$ cat config.mk
export PLATFORM = sky130hd
export DESIGN_NAME = btb_update_ctrl
export DESIGN_NICKNAME = d
export VERILOG_FILES = /design/src/rtl/btb_update_ctrl.sv
export SDC_FILE = /design/constraint.sdc
export NUM_CORES = 1
export LEC_CHECK = 0
export CORE_ASPECT_RATIO = 1.75
export CORE_MARGIN = 2
export CORE_UTILIZATION = 45
export DETAILED_ROUTE_END_ITERATION = 7
export PLACE_DENSITY = 0.77
export REMOVE_ABC_BUFFERS = 1
export SYNTH_ARGS = -nofsm -noshare
export SYNTH_HDL_FRONTEND = slang
export SYNTH_SLANG_ARGS = --single-unit
$ cat constraint.sdc
create_clock -name clk -period 4.8 [get_ports clk]
set_clock_uncertainty 0.2 [all_clocks]
set_input_delay 0.96 -clock clk [delete_from_list [all_inputs] [get_ports clk]]
set_output_delay 0.96 -clock clk [all_outputs]
set_load 0.1 [all_outputs]
$ cat src/rtl/btb_update_ctrl.sv
// BTB port sequencer: flushes the tag/target array, queues WB taken-branch
// updates and arbitrates the single array port between IF lookups and updates.
module btb_update_ctrl #(
  parameter  int LINES      = 32,
  parameter  int QDEPTH     = 2,
  parameter  int STARVE_MAX = 4,
  localparam int IW         = $clog2(LINES),
  localparam int TW         = 16 - 1 - IW,
  localparam int CW         = $clog2(QDEPTH + 1)
) (
  input  logic          clk,
  input  logic          reset_n,
  input  logic          lookup_req,
  input  logic [15:0]   lookup_pc,
  output logic          lookup_grant,
  input  logic          upd_valid,
  input  logic [15:0]   upd_pc,
  input  logic [15:0]   upd_target,
  output logic          upd_ready,
  input  logic          flush_req,
  output logic          busy,
  output logic          arr_en,
  output logic          arr_we,
  output logic          arr_clear,
  output logic [IW-1:0] arr_index,
  output logic [TW-1:0] arr_tag,
  output logic [15:0]   arr_target,
  output logic [CW-1:0] q_count
);

  localparam int PW = (QDEPTH > 1) ? $clog2(QDEPTH) : 1;

  typedef enum logic {S_FLUSH, S_RUN} state_t;

  typedef struct packed {
    logic [15:0] pc;
    logic [15:0] tgt;
  } upd_ent_t;

  state_t          r_state;
  logic [IW-1:0]   r_fidx;
  logic [PW-1:0]   r_wptr;
  logic [PW-1:0]   r_rptr;
  logic [CW-1:0]   r_cnt;
  logic [2:0]      r_starve;
  upd_ent_t        r_q [QDEPTH];

  logic            w_run;
  logic            w_lk_win;
  logic            w_pop;
  logic            w_push;
  logic            w_qne;
  upd_ent_t        w_head;

  assign w_run    = (r_state == S_RUN);
  assign w_qne    = (r_cnt != '0);
  assign w_head   = r_q[r_rptr];
  // Lookups win until the head has been denied STARVE_MAX times in a row.
  assign w_lk_win = w_run && lookup_req && (r_starve < 3'(STARVE_MAX));
  assign w_pop    = w_run && !w_lk_win && w_qne;
  assign w_push   = upd_valid && upd_ready;

  assign upd_ready    = w_run && (r_cnt < CW'(QDEPTH));
  assign busy         = !w_run;
  assign lookup_grant = w_lk_win;
  assign q_count      = r_cnt;

  always_comb begin
    arr_en     = 1'b0;
    arr_we     = 1'b0;
    arr_clear  = 1'b0;
    arr_index  = lookup_pc[IW:1];
    arr_tag    = lookup_pc[15:IW+1];
    arr_target = w_head.tgt;
    if (!w_run) begin
      arr_en    = 1'b1;
      arr_clear = 1'b1;
      arr_index = r_fidx;
    end else if (w_lk_win) begin
      arr_en    = 1'b1;
    end else if (w_qne) begin
      arr_en    = 1'b1;
      arr_we    = 1'b1;
      arr_index = w_head.pc[IW:1];
      arr_tag   = w_head.pc[15:IW+1];
    end
  end

  function automatic logic [PW-1:0] ptr_inc(input logic [PW-1:0] p);
    return (p == PW'(QDEPTH - 1)) ? '0 : p + PW'(1);
  endfunction

  always_ff @(posedge clk or negedge reset_n) begin
    if (!reset_n) begin
      r_state  <= S_FLUSH;
      r_fidx   <= '0;
      r_wptr   <= '0;
      r_rptr   <= '0;
      r_cnt    <= '0;
      r_starve <= '0;
    end else if (flush_req) begin
      r_state  <= S_FLUSH;
      r_fidx   <= '0;
      r_wptr   <= '0;
      r_rptr   <= '0;
      r_cnt    <= '0;
      r_starve <= '0;
    end else if (r_state == S_FLUSH) begin
      if (r_fidx == IW'(LINES - 1)) begin
        r_state <= S_RUN;
        r_fidx  <= '0;
      end else begin
        r_fidx  <= r_fidx + IW'(1);
      end
    end else begin
      if (w_push) r_wptr <= ptr_inc(r_wptr);
      if (w_pop)  r_rptr <= ptr_inc(r_rptr);
      case ({w_push, w_pop})
        2'b10:   r_cnt <= r_cnt + CW'(1);
        2'b01:   r_cnt <= r_cnt - CW'(1);
        default: r_cnt <= r_cnt;
      endcase
      if (!w_qne || w_pop)
        r_starve <= '0;
      else if (w_lk_win)
        r_starve <= r_starve + 3'd1;
    end
  end

  // Entry storage needs no reset; occupancy is tracked by r_cnt.
  for (genvar g = 0; g < QDEPTH; g++) begin : g_q
    always_ff @(posedge clk) begin
      if (w_push && (r_wptr == PW'(g)))
        r_q[g] <= '{pc: upd_pc, tgt: upd_target};
    end
  end

endmodule
==> results of run 1 <==
==> synth_stat cells (3+ instances only) <==
| cell type | instances | area (um^2) |
|---|---|---|
| mux2_2 | 17 | 191 |
| a21oi_1 | 15 | 75.1 |
| nor2_1 | 23 | 86.3 |
| nor3_1 | 3 | 15.0 |
| nand3_1 | 5 | 25.0 |
| edfxtp_1 | 62 | 1860 |
| buf_4 | 6 | 45.0 |
| mux2i_1 | 16 | 160 |
| nand2_1 | 6 | 22.5 |
| ha_1 | 3 | 37.5 |
| o21ai_0 | 12 | 60.1 |
| dfrtp_1 | 13 | 325 |
==> state kept, by name (all words and copies together), names as in the netlist <==
name,count
r_q,62
r_fidx,5
r_starve,3
q_count,2
r_rptr,1
r_state,1
r_wptr,1
==> metal layers <==
metal  global-route usage (%)  up-vias  part of all wire, %
li1                         -      973                    -
met1                     18.6      957                   36
met2                     29.4       70                   56
met3                     3.83       10                  4.9
met4                     10.2        0                  2.7
met5                        0        -                    0
==> cell usage in the layout, fill, tap and decap left out, types with 2 or more instances in the layout <==
master,count
nand3_1,5
mux2_2,17
a21oi_1,15
clkdlybuf4s50_1,71
clkbuf_16,9
inv_1,2
buf_12,11
nand3b_1,2
and3_1,2
ha_1,3
mux2i_1,16
dfrtp_1,12
nor2b_1,2
o21ai_0,12
buf_4,9
a22o_1,2
bufinv_16,2
nand2_1,6
edfxtp_1,62
nor2_1,22
clkinv_1,2
nor3_1,3
==> cell type report <==
type                       count  area, um^2
timing repair buffer          91         998
inverter                       2        7.51
sequential                    75        2190
multi-input combinational    123         865
fill                         534        2330
clock inverter                 6        80.1
clock buffer                  10         229
tap                           84         105
==> power by group through the flow <==
stage                     combinational, mW  sequential, mW  clock, mW
after floorplan                      0.0625           0.723          0
after global placement                0.134           0.723          0
after detailed placement              0.137           0.723          0
after CTS                             0.137           0.710      0.700
after global routing                  0.143           0.710      0.728
final                                 0.137           0.710      0.686
==> worst max-delay path, delay by kind of cell, from the launching register on <==
family | cells | cell delay (ns)
multiplexers | 1 | 0.29
flip-flops | 1 | 0.90
buffers and inverters | 1 | 1.16
==> cell families after synthesis <==
group | after synthesis | share of synthesized area (%)
adder cells (fa/ha/maj) | 3 | 1.20
buffers and inverters | 14 | 2.72
XOR/XNOR | 2 | 0.560
multiplexers | 34 | 11.7
flip-flops | 75 | 69.9
AND/OR/NAND/NOR | 52 | 8.28
AO/OA/AOI/OAI | 32 | 5.64
==> stage by stage <==
stage          total power, mW  util (%)  std cells
2_1_floorplan            0.785         -        200
3_3_place_gp             0.857      61.2        375
3_5_place_dp             0.860      61.2        375
4_1_cts                   1.55      65.7        391
5_1_grt                   1.58      65.7        391
6_report                  1.53      65.7        391
==> how the worst min path moves through the flow <==
stage	to	cells past startpoint	slack [ns]
global placement	r_starve[1]$_DFFE_PN0P_	1	0.29
finish	r_starve[1]$_DFFE_PN0P_	1	0.32
detailed placement	r_starve[1]$_DFFE_PN0P_	1	0.31
global route	r_starve[1]$_DFFE_PN0P_	1	0.35
floorplan	r_starve[1]$_DFFE_PN0P_	1	0.28
CTS	r_starve[1]$_DFFE_PN0P_	1	0.32
==> results by group, run 1 <==
Die
  – DIE AREA: 7660 um^2
  – CORE AREA: 6810 um^2
  – Initial core utilization: 46.0%
  – Die Y: 114 um
  – Num ports: 92
  – Row count: 40
  – Die X: 67.0 um

Worst setup path
  – CP required: 3.64 ns
  – CP Cell Sequence: mux2_2 -> clkdlybuf4s50_1
  – CP startpoint: r_rptr$_DFFE_PN0P_
  – RR Endpoint: r_q[0][9]$_DFFE_PP_
  – CP Capture Point: arr_target[4]
  – Critical path class: flop to output pin
  – CP max stage cell: clkdlybuf4s50_1
  – Crit path largest cell delay: 1.16 ns
  – R2r setup slk: 2.49 ns
  – Cells on worst reg2reg path: 3
  – Arr. time, crit path: 2.69 ns
  – Critical Path Sink Type: output pin
  – Worst Path Max Fanout: 32
  – Worst setup SP type: flop
  – R2R Path Start: r_state$_DFF_PN0_

STA
  – Maximum clock rate: 260 MHz
  – Fin crit period: 3.85 ns
  – Slew at the pin with the worst max-slew slack: 1.01 ns
  – Fin Hold WS: 0.319 ns
  – Max transition margin: 32.5%
  – RSZ-0062 raised after global routing: false
  – Hold Fails Final Rpt: 0
  – Crit share post-route: 80.2%
  – PnR worst setup slack: 0.948 ns
  – Final setup viols: 0
  – Sum Neg Setup Slack: 0 ns
  – Slew Viols, Final: 0

Synthesis
  – Avg Cell Area, Syn: 14.8 um^2
  – Syn Inst Count: 212
  – EDFF count, synth: 62
  – Syn. warnings: 0
  – Asr flop ratio synth: 17.3%
  – Register area share after synthesis: 69.9%
  – Cell Area, Synth: 3130 um^2
  – Ys flop type: edfxtp_1
  – Synth Register Bits: 75
  – Netlist cell types: 36

Routing
  – Remaining DRCs: 0
  – Total number of vias: 2010
  – WL per Instance: 15.1 um
  – Antenna-violating nets left: 0
  – Vias per Instance: 5.14
  – Drt initial violations: 95
  – First-pass iteration count of the detailed router: 4
  – Final WL: 5900 um

Global route
  – Initial antenna violation count: 0
  – First-pass GRT wire length: 9480 um
  – Largest net degree at the start of global routing: 33
  – Vias in the first global route: 2026
  – Grt total ovfl: 0
  – Gr usage total: 17.1%

Clock tree
  – CTS Hold Bufs: 0
  – Root Driver: clkbuf_16
  – Post-CTS Resized: 0
  – Setup Buffers After CTS: 0
  – Worst-case clock buffer depth: 2
  – CTS tree: done
  – Inserted Clock Buffers: 9
  – H-tree levels: 3
  – # clock sinks: 75
  – Clock Latency Late Sink: 0.32 ns
  – CTS clk-pin slew, worst paths: 0.06 ns

Pwr
  – Logic gate share of total power: 8.9%
  – Sw frac: 20.4%
  – Psw: 0.313 mW
  – Max VDD drop: 0.303 mV
  – Seq pwr share: 46.3%
  – Pwr/cell area: 343 nW/um^2
  – Clock power frac: 44.7%
  – Internal: 1.22 mW
  – Pleak: 1.59 nW

Placement
  – PortBufs: 89
  – GP Congestion: 0.738
  – DP HPWL: 4070 um
  – Dpl ws: 1.11 ns
  – Dpl cell area: 4160 um^2

Hold path
  – Min-delay worst type: flop to flop
  – Hold_sp: r_starve[1]$_DFFE_PN0P_

Layout
  – Share of cells above drive strength 1: 18.9%
  – Area Growth Syn to Fin: 42.9%
  – Nets: 358
  – Ant diodes: 0
  – Final instance area: 4470 um^2

Status
  – Status: completed

Flow run
  – Max-capacitance violation count: 0
Note: power is estimated with default switching activity, not from simulation.
==> run 2: changes to the inputs <==
==> constraint.sdc (replaced) <==
create_clock -name clk -period 3.6 [get_ports clk]
set_clock_uncertainty 0.2 [all_clocks]
set_input_delay 0.72 -clock clk [delete_from_list [all_inputs] [get_ports clk]]
set_output_delay 0.72 -clock clk [all_outputs]
set_load 0.1 [all_outputs]
==> run 2 against run 1 <==
Power grew 30%. Count of clock-buffer cells in the layout is the same. Worst setup slack lost 0.59 ns. Sequential cell count is the same. Clock power grew 24%. Routed wire length grew 2.2%. Global-route usage is essentially flat. Worst hold slack gained 0.0042 ns. Cell count grew 0.77%. Critical path type is now primary input to output pin. Highest routed layer unchanged.
==> results by group, run 2 (synthesis results as in run 1) <==
Placement
  – GP Congestion: 0.730
  – Dpl cell area: 4230 um^2
  – PortBufs: 89
  – Dpl cells: 378
  – DP HPWL: 4140 um
  – Dpl ws: 0.358 ns

Die
  – CORE AREA: 6810 um^2
  – Row count: 40
  – Die Y: 114 um
  – Die X: 67.0 um
  – Initial core utilization: 46.0%
  – DIE AREA: 7660 um^2
  – Num ports: 92

STA
  – RSZ-0062 raised after global routing: false
  – Fin crit period: 3.25 ns
  – Slew at the pin with the worst max-slew slack: 0.633 ns
  – Crit share post-route: 90.2%
  – Sum Neg Setup Slack: 0 ns
  – Max transition margin: 57.6%
  – Final setup viols: 0
  – PnR worst setup slack: 0.355 ns
  – Hold Fails Final Rpt: 0
  – Maximum clock rate: 308 MHz
  – Slew Viols, Final: 0
  – Fin Hold WS: 0.323 ns

Global route
  – First-pass GRT wire length: 9360 um
  – Gr usage total: 17.1%
  – Initial antenna violation count: 0
  – Vias in the first global route: 1961
  – Largest net degree at the start of global routing: 32
  – Grt total ovfl: 0

Worst setup path
  – CP required: 2.68 ns
  – Critical Path Sink Type: output pin
  – Worst setup SP type: primary input
  – Worst Path Max Fanout: 21
  – Arr. time, crit path: 2.33 ns
  – Critical path class: primary input to output pin

Layout
  – Area Growth Syn to Fin: 44.4%
  – Biggest regs: r_q: 62 flops, r_fidx: 5 flops, r_starve: 3 flops
  – Fill cells: 538
  – Commonest non-fill, non-tap cell in the layout: edfxtp_1
  – Final Util: 66.4%
  – Nets: 361
  – Share of cells above drive strength 1: 26.8%
  – Largest register FFs: 62
  – Ant diodes: 0
  – Most flop-heavy register: r_q
  – Non-filler cells, final: 394
  – Final instance area: 4520 um^2
  – Most frequent cells in the layout: edfxtp_1 (62), clkdlybuf4s50_1 (50), buf_4 (25)

Routing
  – Remaining DRCs: 0
  – Total number of vias: 1993
  – First-pass iteration count of the detailed router: 4
  – Final WL: 6030 um
  – Antenna-violating nets left: 0
  – Drt initial violations: 110
  – WL per Instance: 15.3 um
  – Vias per Instance: 5.06

Pwr
  – Total chip power: 1.99 mW
  – Max VDD drop: 0.383 mV
  – Pwr/cell area: 440 nW/um^2
  – Pleak: 1.64 nW

Clock tree
  – Root Driver: clkbuf_16
  – H-tree levels: 3
  – # clock sinks: 75
  – Setup Buffers After CTS: 0
  – Clock Latency Late Sink: 0.33 ns
  – CTS tree: done
  – Post-CTS Resized: 0
  – Worst-case clock buffer depth: 2
  – Inserted Clock Buffers: 9
  – CTS Hold Bufs: 0
  – CTS clk-pin slew, worst paths: 0.05 ns

Flow run
  – Max-capacitance violation count: 0

Hold path
  – Min-delay worst type: flop to flop

Status
  – Status: completed
run 2: layout make-up:
type / instances / area, um^2 / share of cell area, %
Tap cell: 84 / 105 / 2.33
Inverter: 2 / 7.51 / 0.166
Multi-Input combinational cell: 123 / 865 / 19.1
Clock buffer: 10 / 229 / 5.07
Sequential cell: 75 / 2190 / 48.4
Clock inverter: 6 / 56.3 / 1.25
Timing Repair Buffer: 94 / 1070 / 23.6
run 2: power breakdown:
group,internal [mW],leakage [nW],switching (mW),total [mW]
sequential,0.943,0.734,0.00394,0.947
clock,0.530,0.140,0.320,0.849
combinational,0.0894,0.767,0.102,0.191
run 2: worst paths after layout:
check                                              from                       to  slack [ns]  cells after the start
worst max register to register        r_state$_DFF_PN0_     r_q[0][10]$_DFFE_PP_        1.51                      5
min in group asynchronous                       reset_n    r_fidx[1]$_DFFE_PN0P_        0.58                      1
worst min register to register  r_starve[1]$_DFFE_PN0P_  r_starve[1]$_DFFE_PN0P_        0.32                      1
max in group asynchronous                       reset_n       r_rptr$_DFFE_PN0P_        2.16                      1
worst max-delay path                         lookup_req               arr_tag[4]        0.35                      7
worst min-delay path            r_starve[1]$_DFFE_PN0P_  r_starve[1]$_DFFE_PN0P_        0.32                      1
run 2: worst max-delay path, stage by stage:
cell and delay (ns):
clkdlybuf4s50_1 0.42, nor2b_1 0.18, nor3_2 0.30, buf_12 0.20, nor2_1 0.05, a21oi_1 0.22, buf_12 0.21
run 2: layer usage:
layer | GRT usage [%] | vias to the layer above | routed length [um]
met5 | 0 | - | 0
met4 | 9.12 | 0 | 124
met3 | 4.72 | 9 | 253
met2 | 29.0 | 55 | 3340
met1 | 18.8 | 949 | 2310
li1 | - | 980 | -
